[src/rtl/ce_phase_monitor.sv]
// ce_phase_monitor
//   Receive-side checker for the 24 MHz clock-enable strobe set. It recovers
//   the generator's phase counter from the pipe_ab rising edge and then
//   compares every strobe against the pattern expected for that phase on
//   every clk24 edge. It reports lock, the recovered phase and sticky error
//   information.
//
// Ports
//   clk24        in   24 MHz clock; all strobes are sampled on its rising edge
//   reset        in   synchronous, active-high reset
//   ce12 .. pipe_ab in strobes under test
//   clr_err      in   synchronous clear of err_count / err_mask
//   locked       out  phase recovered and verified
//   phase        out  expected phase of the strobes presented this cycle
//   err_count    out  saturating count of mismatch events while locked
//   err_mask     out  sticky mismatch bits
//                     [0]ce12 [1]ce6 [2]ce3 [3]ce3v [4]video_slice [5]ce1m5 [6]pipe_ab
//   err_strobe   out  one-cycle pulse per counted error
//   state_dbg    out  current FSM state (0 HUNT, 1 VERIFY, 2 LOCKED)
module ce_phase_monitor #(
  parameter int PIPE_BIT     = 4,
  parameter int LOCK_PERIODS = 2,
  parameter int ERR_W        = 8
) (
  input  logic              clk24,
  input  logic              reset,
  input  logic              ce12,
  input  logic              ce6,
  input  logic              ce3,
  input  logic              ce3v,
  input  logic              video_slice,
  input  logic              ce1m5,
  input  logic              pipe_ab,
  input  logic              clr_err,
  output logic              locked,
  output logic [PIPE_BIT:0] phase,
  output logic [ERR_W-1:0]  err_count,
  output logic [6:0]        err_mask,
  output logic              err_strobe,
  output logic [1:0]        state_dbg
);

  localparam int P  = PIPE_BIT + 1;
  // The pattern uses phase bits up to c[3]; widen so that index is always legal.
  localparam int CW = (P > 6) ? P : 6;
  localparam int N  = LOCK_PERIODS * (2 ** P);
  localparam int GW = $clog2(N + 1);

  // The acquisition sample is phase 2^PIPE_BIT, so the next sample is one more.
  localparam logic [P-1:0]     ACQ_NEXT  = P'((2 ** PIPE_BIT) + 1);
  localparam logic [GW-1:0]    GOOD_LAST = GW'(N - 1);
  localparam logic [ERR_W-1:0] ERR_MAX   = '1;

  typedef enum logic [1:0] {
    HUNT   = 2'd0,
    VERIFY = 2'd1,
    LOCKED = 2'd2
  } state_t;

  state_t          state, state_nxt;
  logic [P-1:0]    exp_ph;
  logic [GW-1:0]   good_cnt;
  logic            prev_pipe;

  logic [CW-1:0]   c;
  logic [6:0]      obs, expv, mism_vec;
  logic            mism, rise;
  logic            acquire, advance, err_hit;
  logic [ERR_W-1:0] cnt_base, err_count_nxt;
  logic [6:0]      mask_base, err_mask_nxt;

  // Expected strobe pattern for the phase held in exp_ph.
  always_comb begin
    c        = CW'(exp_ph);
    expv[0]  = c[0];
    expv[1]  = c[1] & c[0];
    expv[2]  = c[2] & ~c[1] & c[0];
    expv[3]  = c[2] & c[1] & ~c[0];
    expv[4]  = ~c[2];
    expv[5]  = c[3] & c[2] & ~c[1] & c[0];
    expv[6]  = c[PIPE_BIT];
    obs      = {pipe_ab, ce1m5, video_slice, ce3v, ce3, ce6, ce12};
    mism_vec = obs ^ expv;
    mism     = |mism_vec;
    rise     = pipe_ab & ~prev_pipe;
  end

  // State register
  always_ff @(posedge clk24) begin
    if (reset) state <= HUNT;
    else       state <= state_nxt;
  end

  // Next-state logic. A mismatching sample during VERIFY that is also a
  // pipe_ab rise is taken as a fresh acquisition rather than wasted.
  always_comb begin
    state_nxt = state;
    case (state)
      HUNT:    if (rise) state_nxt = VERIFY;
      VERIFY: begin
        if (mism)                       state_nxt = rise ? VERIFY : HUNT;
        else if (good_cnt == GOOD_LAST) state_nxt = LOCKED;
      end
      LOCKED:  if (mism) state_nxt = HUNT;
      default: state_nxt = HUNT;
    endcase
  end

  // Output / control decode
  always_comb begin
    locked    = (state == LOCKED);
    state_dbg = state;
    phase     = exp_ph;
    acquire   = rise & ((state == HUNT) | ((state == VERIFY) & mism));
    advance   = ((state == VERIFY) | (state == LOCKED)) & ~mism;
    err_hit   = (state == LOCKED) & mism;

    // clr_err takes effect before a same-edge error is accumulated.
    cnt_base  = clr_err ? '0 : err_count;
    mask_base = clr_err ? '0 : err_mask;
    err_count_nxt = cnt_base;
    err_mask_nxt  = mask_base;
    if (err_hit) begin
      err_count_nxt = (cnt_base == ERR_MAX) ? cnt_base : cnt_base + ERR_W'(1);
      err_mask_nxt  = mask_base | mism_vec;
    end
  end

  // Phase tracker, lock qualification counter and error bookkeeping
  always_ff @(posedge clk24) begin
    if (reset) begin
      exp_ph     <= '0;
      good_cnt   <= '0;
      prev_pipe  <= 1'b0;
      err_count  <= '0;
      err_mask   <= '0;
      err_strobe <= 1'b0;
    end else begin
      prev_pipe <= pipe_ab;
      if (acquire) begin
        exp_ph   <= ACQ_NEXT;
        good_cnt <= '0;
      end else if (advance) begin
        exp_ph <= exp_ph + P'(1);
        if (state == VERIFY) good_cnt <= good_cnt + GW'(1);
      end
      err_strobe <= err_hit;
      err_count  <= err_count_nxt;
      err_mask   <= err_mask_nxt;
    end
  end

endmodule

[config.mk]
export PLATFORM = sky130hd
export DESIGN_NAME = ce_phase_monitor
export DESIGN_NICKNAME = d
export VERILOG_FILES = /design/src/rtl/ce_phase_monitor.sv
export SDC_FILE = /design/constraint.sdc
export NUM_CORES = 1
export LEC_CHECK = 0
export ABC_CLOCK_PERIOD_IN_PS = 3480
export BUFFER_PORTS_ARGS = -buffer_cell sky130_fd_sc_hd__buf_2
export CAP_MARGIN = 20
export CORE_MARGIN = 2
export CORE_UTILIZATION = 45
export CTS_CLUSTER_SIZE = 12
export DETAILED_ROUTE_END_ITERATION = 10
export GPL_TIMING_DRIVEN = 1
export PLACE_DENSITY = 0.67
export SLEW_MARGIN = 20
export SYNTH_ARGS = -nofsm -noshare
export SYNTH_HDL_FRONTEND = slang
export SYNTH_SLANG_ARGS = --single-unit
[constraint.sdc]
create_clock -name clk24 -period 3.48 [get_ports clk24]
set_input_delay 0.522 -clock clk24 [delete_from_list [all_inputs] [get_ports clk24]]
set_output_delay 0.522 -clock clk24 [all_outputs]
set_load 0.01 [all_outputs]
# --- Word level (Yosys, flattened, before mapping) ---
# Cells that the tools add are included.
word_totals:
  ff_bits: 31
  in_bits: 10
  out_inout_bits: 24
  elab_cells: 59
op_classes:
  addsub: 3
  n_eq_ne: 7
  mux: 13
  bitwise_logic: 22
  n_reduce_logical: 6
op_table:
  columns: ["operator", "n"]
  rows:
  - ["$mux 8", 3]
  - ["$mux 7", 2]
  - ["$and 1x1->1", 13]
  - ["$mux 5", 2]
  - ["$add 8x1->8 const B", 1]
  - ["$eq 8x8->1 const B", 1]
  - ["$mux 2", 4]
  - ["$add 7x1->7 const B", 1]
  - ["$eq 7x6->1 const B", 1]
  - ["$or 7x7->7", 1]
  - ["$reduce_or 7->1", 1]
  - ["$xor 7x7->7", 1]
  - ["$pmux 2 s3", 1]
  - ["$add 5x1->5 const B", 1]
  - ["$not 1->1", 5]
  - ["$ne 3x3->1 const B", 1]
  - ["$reduce_and 3->1", 1]
  - ["$eq 2x1->1 const B", 1]
  - ["$eq 2x2->1 const B", 1]
  - ["$logic_not 2->1", 1]
  - ["$ne 2x1->1 const B", 1]
  - ["$ne 2x2->1 const B", 1]
  - ["$or 1x1->1", 2]
  - ["$reduce_and 2->1", 1]
  - ["3 further kinds", 3]

# --- Depth between registers and ports, before layout ---
logic_depth:
  depth_word: 9
  ltp_mapped: 8

# --- Worst setup path before layout ---
# Ideal clock, no wire load.
synth_timing:
  kind: "input port to flip-flop"
  startpoint: "input port clr_err"
  endpoint: "register err_count[5]"
  setup_time_ps: 86
  t_arrival_ps: 2165
  required_ps: 3394
  path_slack_ps: 1230
  cell_stages: 7
  n_path_buf: 0
  path_cell_list: "nor2b_1 > ha_1 > and3_1 > and3_1 > or3_1 > or4_1 > a211oi_1"
synth_via:
  elab_chain_len: 4
  elab_cells_between_ends: 5
synth_lines:
  columns: ["element", "line_no", "source"]
  rows:
  - ["from (decl)", "34", "input logic clr_err,"]
  - ["$mux 8 *", "119", "cnt_base = clr_err ? '0 : err_count;"]
  - ["$add 8x1->8 or $eq 8x8->1 (tied branches)", "124", "err_count_nxt = (cnt_base == ERR_MAX) ? cnt_base : cnt_base + ERR_W'(1);"]
  - ["$mux 8", "124", null]
  - ["$mux 8 *", "123", "if (err_hit) begin"]
  - ["to (signal assigned)", "148", "err_count <= err_count_nxt;"]
  - ["to (decl)", "37", "output logic [ERR_W-1:0] err_count,"]
# Mark *: on every way between the ends. The rest lies on a longest branch, timed or not.
# A chain may end at the register's enable or synchronous reset.

# --- Worst setup path after layout ---
layout_timing:
  startpoint: "register exp_ph[0] (netlist: phase[0])"
  endpoint: "register err_count[4]"
layout_via:
  elab_chain_len: 6
  elab_cells_between_ends: 9
layout_lines:
  columns: ["element", "line_no", "source"]
  rows:
  - ["from (decl)", "61", "logic [P-1:0] exp_ph;"]
  - ["from (signal assigned)", "144", "exp_ph <= exp_ph + P'(1);"]
  - ["$not 1->1", "78", "expv[3] = c[2] & c[1] & ~c[0];"]
  - ["$and 1x1->1", "78", null]
  - ["$xor 7x7->7 *", "83", "mism_vec = obs ^ expv;"]
  - ["$reduce_or 7->1 *", "84", "mism = |mism_vec;"]
  - ["$and 1x1->1 *", "116", "err_hit = (state == LOCKED) & mism;"]
  - ["$mux 8 *", "123", null]
# Marked as above.

==> metrics.json <==
{
  "outcome": "finished, final reports clean",
  "root_buffer": "sky130_fd_sc_hd__clkbuf_8",
  "internal_power_mw": 0.522,
  "worst_hold_path_type": "in2reg",
  "post_synth_inst_count": 213,
  "synth_cell_type_count": 48,
  "grt_pass1_wl_um": 6950,
  "placeableCoreArea_um2": 3740,
  "initial_utilization": 0.477,
  "sw_pwr_mw": 0.188,
  "power_frac_seq": 0.517,
  "asyncSetResetFlopFracSynth": 0,
  "ios": 34,
  "clock_path_buffers": 2,
  "timing.critical_path.required_ns": 3.65,
  "fp.dieW_um": 67.0,
  "routed_via_density": 5.72,
  "setup_viol": 0,
  "power_frac_clock": 0.366,
  "synth_top_cell_area_share": 0.347,
  "timing.critical_path.max_delay_family": "simple AND/OR/NAND/NOR gates",
  "worst-path-buf-inv": 1,
  "crit_chain": "ha_1, xor2_1, or4_4, a211oi_2, buf_4, or4_1, mux2_2",
  "cts_hold_repair.buffers": 0,
  "seqCellArea_um2": 621,
  "cts_h_tree_depth": 2,
  "syn-mean-instance-area_um2": 8.39,
  "yosys_warn_count": 0,
  "timing_worst_slew_pin_value_ns": 0.504,
  "die_area_um2": 4490,
  "post-route-worst-setup-slack_ns": 1.04,
  "critical_path_arrival_ns": 2.61,
  "syn_to_final_growth_pct": 13.0,
  "post-route-cell-area_um2": 2020,
  "grt_total_ovfl": 0,
  "synth_commonest_cells": "sky130_fd_sc_hd__dfxtp_1 (31), sky130_fd_sc_hd__a21oi_1 (20), sky130_fd_sc_hd__nand2_1 (16), sky130_fd_sc_hd__nand3_1 (15), sky130_fd_sc_hd__nor2_1 (13)",
  "netlist_area_um2": 1790,
  "yosys_most_used_dff": "sky130_fd_sc_hd__dfxtp_1",
  "gp_congestion": 0.843,
  "powerDensity_nw_per_um2": 352,
  "layout_worst_path_cycle_share": 0.700,
  "global_route.usage.total": 0.203,
  "p_leak_nw": 0.781,
  "number_of_enable_flip_flop_cells_after_synthesis": 0,
  "synth_largest_area_cell": "sky130_fd_sc_hd__dfxtp_1",
  "path_depth": 7,
  "clk_pin_slew_worst_paths_ns": 0.07,
  "min_delay_path_depth": 2,
  "synth_seq_cells": 31,
  "maxCapViolCount": 0,
  "cts_tree": "done",
  "critPathLaunch": "phase[0]",
  "irDropWorstVdd_v": 0.000237,
  "hold_path.startpoint": "clr_err",
  "synth.net_count": 229,
  "timing_worst_setup_path_type": "reg2reg",
  "cts_setup_buffers": 0,
  "share_comb_of_total_power": 0.117,
  "dp.final_hpwl_um": 2830,
  "ctsResizeCount": 0,
  "reg2regPathDepth": 7,
  "post_synth_main_area_contributors": "sky130_fd_sc_hd__dfxtp_1 (35%), sky130_fd_sc_hd__a21oi_1 (5.6%), sky130_fd_sc_hd__a22oi_1 (5.0%)",
  "multi_input_comb_area_um2": 1060,
  "min_delay_worst_endpoint": "err_count[5]",
  "timing.clock.skew_ns": 0.00760,
  "port-buffer-count": 33,
  "power_switching_share": 0.265,
  "route.detailed.drc": 0,
  "drtIter0Drc": 165,
  "insertion_delay_ns": 0.29,
  "core.rowCount": 22,
  "reg2reg_setup_slack_ns": 1.04,
  "grt_max_degree": 25,
  "die_h_um": 67.0,
  "hold_viol": 0,
  "fin_setup_tns_ns": 0,
  "fill_cells": 392,
  "timing.critical_path.slowest_stage_cell": "sky130_fd_sc_hd__dfxtp_1",
  "post_route_cells_drive_above_1_share": 0.195,
  "rr_startpoint": "phase[0]",
  "final_cell_count_no_fill": 289,
  "final_max_slew_viol_count": 0,
  "routed_wire_length_per_instance_um": 14.3,
  "reg2reg_to": "err_count[4]",
  "final_nets": 258,
  "cts_inserted_buffers": 5,
  "synthMostInstantiatedCell": "sky130_fd_sc_hd__dfxtp_1",
  "drtPass1Iterations": 4,
  "p_total_mw": 0.710,
  "first_global_vias": 1508,
  "grt_antenna_before_repair": 0,
  "holdWs_ns": 0.483,
  "post_place_setup_slack_ns": 0.952,
  "place.detailed.instances": 283,
  "rsz_0062_raised_after_global_routing": "false",
  "num_vias": 1653,
  "detailed_place.area_um2": 1950,
  "worst_slew_margin_rel": 0.664,
  "total_length_of_routed_wires_um": 4140,
  "postRouteAntennaNets": 0,
  "worst-path-max-fanout": 22,
  "ys_seq_area_frac": 0.347,
  "finalCoreUtilization": 0.539,
  "min_period_ns": 2.44,
  "crit_path_end_kind": "flop",
  "max_stage_delay_ns": 0.53,
  "antenna-diode-count": 0,
  "cts_sinks": 31,
  "cp-start-kind": "flop",
  "max_freq_mhz": 410
}
-- flip-flops by register name (all words and copies together) (netlist names) --
name	flops
phase	5
err_strobe	1
err_count	8
err_mask	7
state_dbg	2
prev_pipe	1
good_cnt	7
-- cells by family after synthesis --
family / count (synthesis) / share of synthesized area
AOI/OAI and AO/OA: 62 / 0.244
xor gates and xnor gates: 7 / 0.0343
adders and majority gates: 6 / 0.0420
buffers and inverters: 20 / 0.0574
DFF: 31 / 0.347
muxes: 5 / 0.0301
and+or+nand+nor: 82 / 0.245
-- cell type report --
type / instances / share of cell area
Multi-Input combinational cell: 162 / 0.527
Sequential cell: 31 / 0.307
Timing Repair Buffer: 34 / 0.0855
Clock buffer: 6 / 0.0359
Tap cell: 48 / 0.0297
Inverter: 8 / 0.0149
-- how the worst max path moves through the flow --
stage	end	slack (ns)
after floorplan	err_count[5]	1.23
after global placement	err_count[5]	0.99
after detailed placement	err_count[5]	0.95
after CTS	err_count[4]	1.06
after global routing	err_count[4]	0.95
final	err_count[4]	1.04
-- metal layers --
| metal | track usage | vias to the layer above | routed length, um |
|---|---|---|---|
| li1 | - | 847 | - |
| met2 | 0.313 | 34 | 1840 |
| met4 | 0.0791 | 0 | 65 |
| met3 | 0.0405 | 6 | 163 |
| met5 | 0 | - | 0 |
| met1 | 0.275 | 766 | 2070 |
-- power by group through the flow --
stage	registers [mW]	clock network, mW	logic (mW)
final	0.367	0.260	0.0829
after global placement	0.375	0	0.0817
after detailed placement	0.375	0	0.0828
after CTS	0.367	0.266	0.0830
after global routing	0.368	0.277	0.0927
after floorplan	0.374	0	0.0590
-- cells in the final DEF (no fill, tap or decap), drive strengths merged, types with 4 or more instances in the layout --
cell type,netlist,layout
nor2,13,13
inv,7,7
clkbuf,4,6
or3,5,5
or4,4,4
a21oi,20,20
a22oi,12,12
dfxtp,31,31
xor2,4,4
and3,9,9
nand4,4,4
buf,8,34
o21ai,8,8
ha,6,6
nand2,16,16
nand3,15,15
nor2b,5,5
Power figures use the tool's default switching activity.
